File: src/rtl/aes_job_sequencer_if.sv
// Job, round-engine and result-FIFO signal bundle for aes_job_sequencer.
// The slave modport is the sequencer side; master is the job source / engine / consumer side.
interface aes_job_sequencer_if #(
  parameter int unsigned DATA_W = 128,
  parameter int unsigned TAG_W  = 4,
  parameter int unsigned CNT_W  = 16
);
  logic              in_valid;
  logic              in_ready;
  logic [DATA_W-1:0] in_data;
  logic [1:0]        in_keysel;
  logic              in_decrypt;
  logic [TAG_W-1:0]  in_tag;

  logic [DATA_W-1:0] eng_state;
  logic [3:0]        eng_round;
  logic [3:0]        eng_key_idx;
  logic              eng_first;
  logic              eng_last;
  logic              eng_decrypt;
  logic [1:0]        eng_keysel;
  logic [DATA_W-1:0] eng_result;

  logic              out_valid;
  logic              out_ready;
  logic [DATA_W-1:0] out_data;
  logic [TAG_W-1:0]  out_tag;
  logic              out_decrypt;

  logic              busy;
  logic [CNT_W-1:0]  jobs_done;

  modport slave (
    input  in_valid, in_data, in_keysel, in_decrypt, in_tag, eng_result, out_ready,
    output in_ready, eng_state, eng_round, eng_key_idx, eng_first, eng_last,
           eng_decrypt, eng_keysel, out_valid, out_data, out_tag, out_decrypt,
           busy, jobs_done
  );

  modport master (
    output in_valid, in_data, in_keysel, in_decrypt, in_tag, eng_result, out_ready,
    input  in_ready, eng_state, eng_round, eng_key_idx, eng_first, eng_last,
           eng_decrypt, eng_keysel, out_valid, out_data, out_tag, out_decrypt,
           busy, jobs_done
  );
endinterface

File: src/rtl/aes_job_sequencer.sv
// Per-job AES round sequencer: steps an external single-round engine through
// rounds 0..Nr for each accepted block and queues tagged results in an output FIFO.
module aes_job_sequencer #(
  parameter int unsigned DATA_W    = 128,
  parameter int unsigned TAG_W     = 4,
  parameter int unsigned OUT_DEPTH = 4,
  parameter int unsigned CNT_W     = 16
) (
  input  logic                 clk,
  input  logic                 reset,
  aes_job_sequencer_if.slave   bus
);
  localparam int unsigned PTR_W   = (OUT_DEPTH > 1) ? $clog2(OUT_DEPTH) : 1;
  localparam int unsigned FCNT_W  = PTR_W + 1;
  localparam int unsigned ROUND_W = 4;

  typedef enum logic [1:0] {
    S_IDLE  = 2'd0,
    S_RUN   = 2'd1,
    S_STALL = 2'd2
  } state_e;

  state_e             r_state;
  state_e             w_state_nxt;

  logic [DATA_W-1:0]  r_blk;
  logic [ROUND_W-1:0] r_round;
  logic [1:0]         r_keysel;
  logic               r_decrypt;
  logic [TAG_W-1:0]   r_tag;

  logic [DATA_W-1:0]  r_mem_data [OUT_DEPTH];
  logic [TAG_W-1:0]   r_mem_tag  [OUT_DEPTH];
  logic               r_mem_dec  [OUT_DEPTH];
  logic [PTR_W-1:0]   r_wr_ptr;
  logic [PTR_W-1:0]   r_rd_ptr;
  logic [FCNT_W-1:0]  r_fifo_cnt;
  logic [CNT_W-1:0]   r_jobs_done;

  logic [ROUND_W-1:0] w_nr;
  logic               w_idle;
  logic               w_at_last;
  logic               w_fifo_empty;
  logic               w_fifo_full;
  logic               w_pop;
  logic               w_push_ok;
  logic               w_accept;
  logic               w_advance;
  logic               w_push;

  // Round count comes only from the latched key size of the running job
  always_comb begin
    case (r_keysel)
      2'b00:   w_nr = ROUND_W'(10);
      2'b01:   w_nr = ROUND_W'(12);
      default: w_nr = ROUND_W'(14);
    endcase
  end

  assign w_idle       = (r_state == S_IDLE);
  assign w_at_last    = (r_round == w_nr);
  assign w_fifo_empty = (r_fifo_cnt == '0);
  assign w_fifo_full  = (r_fifo_cnt == FCNT_W'(OUT_DEPTH));
  assign w_pop        = !w_fifo_empty && bus.out_ready;
  // A full FIFO still takes a push when its head leaves on the same edge
  assign w_push_ok    = !w_fifo_full || w_pop;

  always_ff @(posedge clk) begin
    if (reset) r_state <= S_IDLE;
    else       r_state <= w_state_nxt;
  end

  always_comb begin
    w_state_nxt = r_state;
    w_accept    = 1'b0;
    w_advance   = 1'b0;
    w_push      = 1'b0;
    case (r_state)
      S_IDLE: begin
        if (bus.in_valid) begin
          w_accept    = 1'b1;
          w_state_nxt = S_RUN;
        end
      end
      S_RUN: begin
        if (!w_at_last) begin
          w_advance = 1'b1;
        end else if (w_push_ok) begin
          w_push      = 1'b1;
          w_state_nxt = S_IDLE;
        end else begin
          w_state_nxt = S_STALL;
        end
      end
      S_STALL: begin
        if (w_push_ok) begin
          w_push      = 1'b1;
          w_state_nxt = S_IDLE;
        end
      end
      default: w_state_nxt = S_IDLE;
    endcase
  end

  // Job context and running block state
  always_ff @(posedge clk) begin
    if (reset) begin
      r_blk     <= '0;
      r_round   <= '0;
      r_keysel  <= '0;
      r_decrypt <= 1'b0;
      r_tag     <= '0;
    end else if (w_accept) begin
      r_blk     <= bus.in_data;
      r_round   <= '0;
      r_keysel  <= bus.in_keysel;
      r_decrypt <= bus.in_decrypt;
      r_tag     <= bus.in_tag;
    end else if (w_advance) begin
      r_blk     <= bus.eng_result;
      r_round   <= r_round + ROUND_W'(1);
    end
  end

  always_ff @(posedge clk) begin
    if (reset) begin
      r_wr_ptr    <= '0;
      r_rd_ptr    <= '0;
      r_fifo_cnt  <= '0;
      r_jobs_done <= '0;
    end else begin
      if (w_push) begin
        r_wr_ptr    <= r_wr_ptr + PTR_W'(1);
        r_jobs_done <= r_jobs_done + CNT_W'(1);
      end
      if (w_pop) r_rd_ptr <= r_rd_ptr + PTR_W'(1);
      case ({w_push, w_pop})
        2'b10:   r_fifo_cnt <= r_fifo_cnt + FCNT_W'(1);
        2'b01:   r_fifo_cnt <= r_fifo_cnt - FCNT_W'(1);
        default: r_fifo_cnt <= r_fifo_cnt;
      endcase
    end
  end

  // Storage needs no reset: entries are only visible through r_fifo_cnt
  always_ff @(posedge clk) begin
    if (w_push) begin
      r_mem_data[r_wr_ptr] <= bus.eng_result;
      r_mem_tag[r_wr_ptr]  <= r_tag;
      r_mem_dec[r_wr_ptr]  <= r_decrypt;
    end
  end

  assign bus.in_ready    = w_idle;
  assign bus.busy        = !w_idle;
  assign bus.jobs_done   = r_jobs_done;

  assign bus.eng_state   = w_idle ? '0 : r_blk;
  assign bus.eng_round   = w_idle ? '0 : r_round;
  assign bus.eng_key_idx = w_idle ? '0 : (r_decrypt ? (w_nr - r_round) : r_round);
  assign bus.eng_first   = !w_idle && (r_round == '0);
  assign bus.eng_last    = !w_idle && w_at_last;
  assign bus.eng_decrypt = !w_idle && r_decrypt;
  assign bus.eng_keysel  = w_idle ? 2'b00 : r_keysel;

  assign bus.out_valid   = !w_fifo_empty;
  assign bus.out_data    = r_mem_data[r_rd_ptr];
  assign bus.out_tag     = r_mem_tag[r_rd_ptr];
  assign bus.out_decrypt = r_mem_dec[r_rd_ptr];
endmodule

File: src/flat_wrapper.sv
// flat-port wrapper written by rule: the top's interface ports become plain ports
module aes_job_sequencer_flat 
#(
  parameter int unsigned DATA_W    = 128,
  parameter int unsigned TAG_W     = 4,
  parameter int unsigned OUT_DEPTH = 4,
  parameter int unsigned CNT_W     = 16
)
  (clk, reset, bus_in_valid, bus_in_data, bus_in_keysel, bus_in_decrypt, bus_in_tag, bus_eng_result, bus_out_ready, bus_in_ready, bus_eng_state, bus_eng_round, bus_eng_key_idx, bus_eng_first, bus_eng_last, bus_eng_decrypt, bus_eng_keysel, bus_out_valid, bus_out_data, bus_out_tag, bus_out_decrypt, bus_busy, bus_jobs_done);
  aes_job_sequencer_if #(.DATA_W(DATA_W), .TAG_W(TAG_W), .CNT_W(CNT_W)) bus_i ();
  input  logic clk;
  input  logic reset;
  input wire logic [$bits(bus_i.in_valid)-1:0] bus_in_valid;
  input wire logic [$bits(bus_i.in_data)-1:0] bus_in_data;
  input wire logic [$bits(bus_i.in_keysel)-1:0] bus_in_keysel;
  input wire logic [$bits(bus_i.in_decrypt)-1:0] bus_in_decrypt;
  input wire logic [$bits(bus_i.in_tag)-1:0] bus_in_tag;
  input wire logic [$bits(bus_i.eng_result)-1:0] bus_eng_result;
  input wire logic [$bits(bus_i.out_ready)-1:0] bus_out_ready;
  output wire logic [$bits(bus_i.in_ready)-1:0] bus_in_ready;
  output wire logic [$bits(bus_i.eng_state)-1:0] bus_eng_state;
  output wire logic [$bits(bus_i.eng_round)-1:0] bus_eng_round;
  output wire logic [$bits(bus_i.eng_key_idx)-1:0] bus_eng_key_idx;
  output wire logic [$bits(bus_i.eng_first)-1:0] bus_eng_first;
  output wire logic [$bits(bus_i.eng_last)-1:0] bus_eng_last;
  output wire logic [$bits(bus_i.eng_decrypt)-1:0] bus_eng_decrypt;
  output wire logic [$bits(bus_i.eng_keysel)-1:0] bus_eng_keysel;
  output wire logic [$bits(bus_i.out_valid)-1:0] bus_out_valid;
  output wire logic [$bits(bus_i.out_data)-1:0] bus_out_data;
  output wire logic [$bits(bus_i.out_tag)-1:0] bus_out_tag;
  output wire logic [$bits(bus_i.out_decrypt)-1:0] bus_out_decrypt;
  output wire logic [$bits(bus_i.busy)-1:0] bus_busy;
  output wire logic [$bits(bus_i.jobs_done)-1:0] bus_jobs_done;
  assign bus_i.in_valid = bus_in_valid;
  assign bus_i.in_data = bus_in_data;
  assign bus_i.in_keysel = bus_in_keysel;
  assign bus_i.in_decrypt = bus_in_decrypt;
  assign bus_i.in_tag = bus_in_tag;
  assign bus_i.eng_result = bus_eng_result;
  assign bus_i.out_ready = bus_out_ready;
  assign bus_in_ready = bus_i.in_ready;
  assign bus_eng_state = bus_i.eng_state;
  assign bus_eng_round = bus_i.eng_round;
  assign bus_eng_key_idx = bus_i.eng_key_idx;
  assign bus_eng_first = bus_i.eng_first;
  assign bus_eng_last = bus_i.eng_last;
  assign bus_eng_decrypt = bus_i.eng_decrypt;
  assign bus_eng_keysel = bus_i.eng_keysel;
  assign bus_out_valid = bus_i.out_valid;
  assign bus_out_data = bus_i.out_data;
  assign bus_out_tag = bus_i.out_tag;
  assign bus_out_decrypt = bus_i.out_decrypt;
  assign bus_busy = bus_i.busy;
  assign bus_jobs_done = bus_i.jobs_done;
  aes_job_sequencer #(.DATA_W(DATA_W), .TAG_W(TAG_W), .OUT_DEPTH(OUT_DEPTH), .CNT_W(CNT_W)) u_core (.clk(clk), .reset(reset), .bus(bus_i));
endmodule
File: config.mk
export PLATFORM = sky130hd
export DESIGN_NAME = aes_job_sequencer_flat
export DESIGN_NICKNAME = d
export VERILOG_FILES = /design/src/rtl/aes_job_sequencer_if.sv /design/src/rtl/aes_job_sequencer.sv /design/src/flat_wrapper.sv
export SDC_FILE = /design/constraint.sdc
export NUM_CORES = 1
export LEC_CHECK = 0
export ABC_AREA = 0
export BUFFER_PORTS_ARGS = -buffer_cell sky130_fd_sc_hd__buf_2
export CORE_MARGIN = 4
export CORE_UTILIZATION = 50
export DETAILED_ROUTE_END_ITERATION = 8
export PLACE_DENSITY = 0.82
export SETUP_SLACK_MARGIN = 0.02
export SLEW_MARGIN = 20
export SYNTH_ARGS = -nofsm -noshare
export SYNTH_HDL_FRONTEND = slang
export SYNTH_SLANG_ARGS = --single-unit
File: constraint.sdc
create_clock -name clk -period 5.9 [get_ports clk]
set_clock_uncertainty 0.15 [all_clocks]
set_input_delay 0 -clock clk [delete_from_list [all_inputs] [get_ports clk]]
set_output_delay 0 -clock clk [all_outputs]
set_load 0.02 [all_outputs]
Yosys cells after proc, flatten, opt, wreduce, memory -nomap -nowiden
Memory sizes are Yosys's and may differ from the RTL's. A register that Yosys moved wholly into a read port is not among the register bits.
Index checks and enable logic that the tools add are counted.

storage, ports and cells
  register bits = 164
  bits in writable memories = 532
  bits of input ports = 267
  word-level logic and storage cells = 75
  memories = 3

operators by class
  add/sub/neg operators = 7
  equal/unequal tests = 10
  mux-type cells = 29
  reduce and logical (&&, ||, !) cells = 16

memory list
  name               depth  bits a word  read ports  clocked after Yosys merged registers in  wr ports  line                     RTL
  u_core.r_mem_data  4      128          1           1                                        1         aes_job_sequencer.sv:32  logic [DATA_W-1:0] r_mem_data [OUT_DEPTH];
  u_core.r_mem_tag   4      4            1           1                                        1         aes_job_sequencer.sv:33  logic [TAG_W-1:0] r_mem_tag [OUT_DEPTH];
  u_core.r_mem_dec   4      1            1           1                                        1         aes_job_sequencer.sv:34  logic r_mem_dec [OUT_DEPTH];

operator list
  cell                   number
  $mux 128               3
  $mux 2                 11
  $add 16x1->16 const B  1
  $mux 4                 3
  $pmux 3 s2             2
  $mux 1                 8
  $eq 2x1->1 const B     3
  $pmux 2 s3             1
  $add 2x1->2 const B    2
  $add 4x1->4 const B    1
  $eq 2x2->1 const B     2
  $eq 4x4->1             1
  $logic_and 1x1->1      4
  $logic_not 2->1        2
  $logic_not 4->1        1
  $ne 2x1->1 const B     2
  $reduce_bool 2->1      2
  $sub 4x4->4            1
  $add 3x1->3 const B    1
  $eq 3x3->1 const B     1
  $logic_not 1->1        3
  $logic_not 3->1        1
  $reduce_and 3->1       1
  $sub 3x1->3 const B    1
  4 further kinds        4

Logic depth before layout (Yosys ltp)
  depth after elaboration = 9
  depth in mapped cells = 14

Worst setup path before layout
Ideal clock, no wire load.

  path type = register to register
  start point = register u_core.r_keysel[1]
  end point = memory u_core.r_mem_data[1][0] (enable)
  setup time = 0.508 ns
  arrival = 4.541 ns
  required time = 5.242 ns
  slack = 0.701 ns
  cell stages (with the launch flop) = 7
  buffers on the path = 1
  period minus slack after synthesis = 5.199 ns
  cell sequence = dfxtp_1 > or2_2 > ha_1 > a41o_2 > and3_4 > buf_6 > and2_1

between the ends
  longest elaborated chain between the ends = 7
  elaborated cells between the ends (all ways) = 8
  classes of those cells = eq/ne: 2; mux: 5; reduce/logical: 1

RTL lines
  item                                                  line                      RTL
  start, declared                                       aes_job_sequencer.sv:28   logic [1:0] r_keysel;
  start signal, assigned                                aes_job_sequencer.sv:116  r_keysel <= bus.in_keysel;
  $eq 2x1->1 / $logic_not 2->1 (equally long branches)  aes_job_sequencer.sv:53   case (r_keysel)
  $pmux 3 s2 (*)                                        aes_job_sequencer.sv:53
  $eq 4x4->1 (*)                                        aes_job_sequencer.sv:61   assign w_at_last = (r_round == w_nr);
  $mux 1 (*)                                            aes_job_sequencer.sv:86   if (!w_at_last) begin
  $pmux 1 s2 (*)                                        aes_job_sequencer.sv:78   case (r_state)
  $mux 1 (*)                                            aes_job_sequencer.sv:147  if (w_push) begin
  $mux 1 (not written as such) (*)                      aes_job_sequencer.sv:148  r_mem_data[r_wr_ptr] <= bus.eng_result;
  end, declared                                         aes_job_sequencer.sv:32

Mark *: on every way between the ends. The rest lies on a longest branch, timed or not.

Final worst setup path
  start point = register u_core.r_round[1]
  end point = register u_core.r_blk[70]

between the ends
  longest elaborated chain between the ends = 4

RTL lines
  item                                line                      RTL
  start, declared                     aes_job_sequencer.sv:27   logic [ROUND_W-1:0] r_round;
  start signal, assigned              aes_job_sequencer.sv:121  r_round <= r_round + ROUND_W'(1);
  $eq 4x4->1                          aes_job_sequencer.sv:61
  $mux 1                              aes_job_sequencer.sv:86
  $mux 1                              aes_job_sequencer.sv:78
  $reduce_bool 2->1 (no source line)  n/a
  end signal, assigned                aes_job_sequencer.sv:114  r_blk <= bus.in_data;
  end signal, assigned                aes_job_sequencer.sv:120  r_blk <= bus.eng_result;
  end, declared                       aes_job_sequencer.sv:26   logic [DATA_W-1:0] r_blk;

Every way passes these cells.
A chain may end at the register's enable or synchronous reset.

==> flow_summary.ini <==
[final_layout]
nets = 2965
nFillCells = 3261
drive_gt1_share_pct = 30.4
post-route-util_pct = 68.4
layout-area-overhead-vs-synth_pct = 34.3
finalNonFillerCells = 3446
seq_area_mm2 = 0.0193
multi_input_area_mm2 = 0.00773
design_area_mm2 = 0.0371

[logic_synthesis]
synth_top_area_share_pct = 57.8
netlist_top_cells_area = edfxtp_1 (58%), dfxtp_1 (12%), mux4_2 (11%), a311oi_1 (4.1%), nor2b_1 (3.1%)
synth-edff-count = 532
synth.distinct_cells = 45
ys.flop_type = edfxtp_1
yosys.area.top_type = edfxtp_1
yosysWarnings = 0
netlist_area_mm2 = 0.0276
synth_most_common_cell = edfxtp_1
seq_area_frac_synth_pct = 69.9
synth_top_cells_by_count = edfxtp_1 (532), dfxtp_1 (166), nand2_1 (156), nor2_1 (148)
syn-num-nets = 2086
synth.avg_cell_area_um2 = 15.3
ys_ff_latch = 698
synthCells = 1803
synth-async-reset-ratio_pct = 0

[sta]
tightest_slew_ns = 1.06
rsz0062_at_grt = false
fmax_mhz = 206
tns_ns = 0
setup_violations = 0
period_minus_slack_ns = 4.86
hold_violations = 0
slew_violations = 0
slew_headroom_pct = 29.0
post-route-period-util_pct = 82.3

[floorplan]
die_w_um = 243
dieArea_mm2 = 0.0591
rows = 85
core_mm2 = 0.0542
die_h_um = 243
io_pins = 560
start_util_pct = 50.9

[worst_hold_path]
hp-class = in -> reg

[grt]
grt_pass1_wl_um = 133000
grt_overflow = 0
grt_pass1_vias = 22000
grt_max_degree = 134
grt_util_all_layers_pct = 29.1
antenna_found_initial = 8

[worst_setup_path]
worstPathArrival_ns = 5.24
crit_chain = inv_1 -> ha_1 -> ha_1 -> nand3_4 -> nand2_4 -> buf_4 -> nand2_1 -> a311oi_1 -> dlygate4sd3_1
r2r_setup_slack_ns = 1.04
crit_slowest_cell = nand2_4
critPathRequiredTime_ns = 6.29
worst_path_most_repeated_cell = ha_1
critPathMaxFanout = 78
crit_path_end_kind = flop
start_kind = flop
crit_type = reg -> reg
path_delay_family = simple AND/OR/NAND/NOR gates
max_stage_delay_ns = 0.81
critPathBufInv = 3

[detailed_routing]
dr.first_iter.drc_count = 2311
final_antenna_net_count = 0
drt_wl_total_um = 88300
drc = 0
vias = 21100
routed_via_density = 6.13
wl_per_cell_um = 25.6
firstDrtPassIters = 8

[clock_tree]
clk_pin_slew_ns = 0.06
htree_levels = 3
cts_tree = built
clock-sinks = 698
root_buffer = clkbuf_16
clkLatencyLatePin_ns = 0.59
numCtsBuffers = 71
clock_path_buffers = 3

[placed_design]
gp_congestion = 0.903
port_buffers = 559
placed_area_mm2 = 0.0310
place_inst = 2935
place_hpwl_um = 46600

[run]
drv_cap = 0

[power]
p_leak_nw = 13.6
power_mw = 11.0
vdd_drop_max_uv = 322
power_density_mw_per_mm2 = 297

[status]
status = complete, no violations
per-stage QoR:
stage	hold slack (ns)	setup WS, ns
after CTS	0.00000955	1.29
final	0.0370	1.04
after floorplan	-0.0511	0.701
after global routing	0.0141	0.819
after global placement	0.0751	2.01
after detailed placement	0.0885	1.79
cells by family (layout without fill, tap and decap cells):
family / after synthesis / after routing / share of synthesized area, %
other: 0 / 9 / 0
AO/OA/AOI/OAI: 168 / 168 / 4.96
multiplexers: 136 / 136 / 11.0
buffers and inverters: 156 / 1094 / 2.36
AND/OR/NAND/NOR: 615 / 615 / 10.6
XOR/XNOR: 14 / 14 / 0.444
adder cells (fa/ha/maj): 16 / 16 / 0.779
flip-flops: 698 / 698 / 69.9
routing by layer:
metal	global-route usage, %	wire length (um)	up-vias	part of all wire, %
met3	6.47	7650	511	8.7
li1	-	-	8693	-
met5	0	0	-	0
met4	19.5	6760	0	7.7
met2	47.8	43200	1546	49
met1	34.7	30700	10400	35
power breakdown:
group          switching [mW]  total [mW]  internal, mW  leakage (nW)
clock network            1.90        4.60          2.70          1.17
registers              0.0671        5.44          5.38          6.16
logic                   0.553       0.985         0.432          6.26
total                    2.52        11.0          8.51          13.6
timing repair:
action                    4_1_cts  5_1_grt
hold buffers                  370        0
buffers inserted                0        0
gates resized for setup         0        0
hold endpoints to repair      665        0
layout by cell type (no fill, tap or decap), types with 12 or more instances in the layout:
cell           netlist  routed
nand3_1            135     134
mux4_2             133     133
nand2_1            156     154
dfxtp_1            166     164
clkbuf_1           101      21
nor2b_1            135     135
a311oi_1           128     128
clkbuf_16            0      77
inv_1               14      14
nor2_1             148     148
buf_2               25     558
ha_1                14      12
a21oi_1             20      20
dlygate4sd3_1        0     370
edfxtp_1           532     532
area by class of cell:
| class | instances | area share [%] |
|---|---|---|
| multi-input combinational | 949 | 20.8 |
| timing repair buffer | 947 | 18.2 |
| antenna | 9 | 0.0607 |
| clock inverter | 27 | 0.728 |
| inverter | 15 | 0.172 |
| clock buffer | 105 | 5.67 |
| tap | 696 | 2.35 |
| sequential | 698 | 52.0 |
state kept, by name (all words and copies together), names as in the netlist, named ones only:
| register | cells |
|---|---|
| u_core.r_tag | 4 |
| u_core.r_wr_ptr | 2 |
| u_core.r_mem_tag | 16 |
| u_core.r_blk | 128 |
| u_core.r_fifo_cnt | 3 |
| u_core.r_mem_dec | 4 |
| u_core.bus.jobs_done | 16 |
| u_core.r_decrypt | 1 |
| u_core.r_state | 2 |
| u_core.r_round | 4 |
| u_core.r_keysel | 2 |
| u_core.r_mem_data | 512 |
| u_core.r_rd_ptr | 2 |
path summary, 6_finish.rpt:
check / end / depth (start not counted) / startpoint
worst max register to register: u_core.r_blk[70] / 9 / u_core.r_round[1]
worst min-delay path: u_core.r_mem_data[1][115] / 2 / bus_eng_result[115]
worst max-delay path: u_core.r_blk[70] / 9 / u_core.r_round[1]
worst min register to register: u_core.r_blk[38] / 2 / u_core.r_blk[38]
worst register-to-register path: stages, from the launching register on:
cell and delay, ns:
dfxtp_1 0.45, inv_1 0.12, ha_1 0.31, ha_1 0.22
nand3_4 0.58, nand2_4 0.87, buf_4 0.79, nand2_1 0.39
a311oi_1 0.34, dlygate4sd3_1 0.59
(Power assumes the default switching activity.)
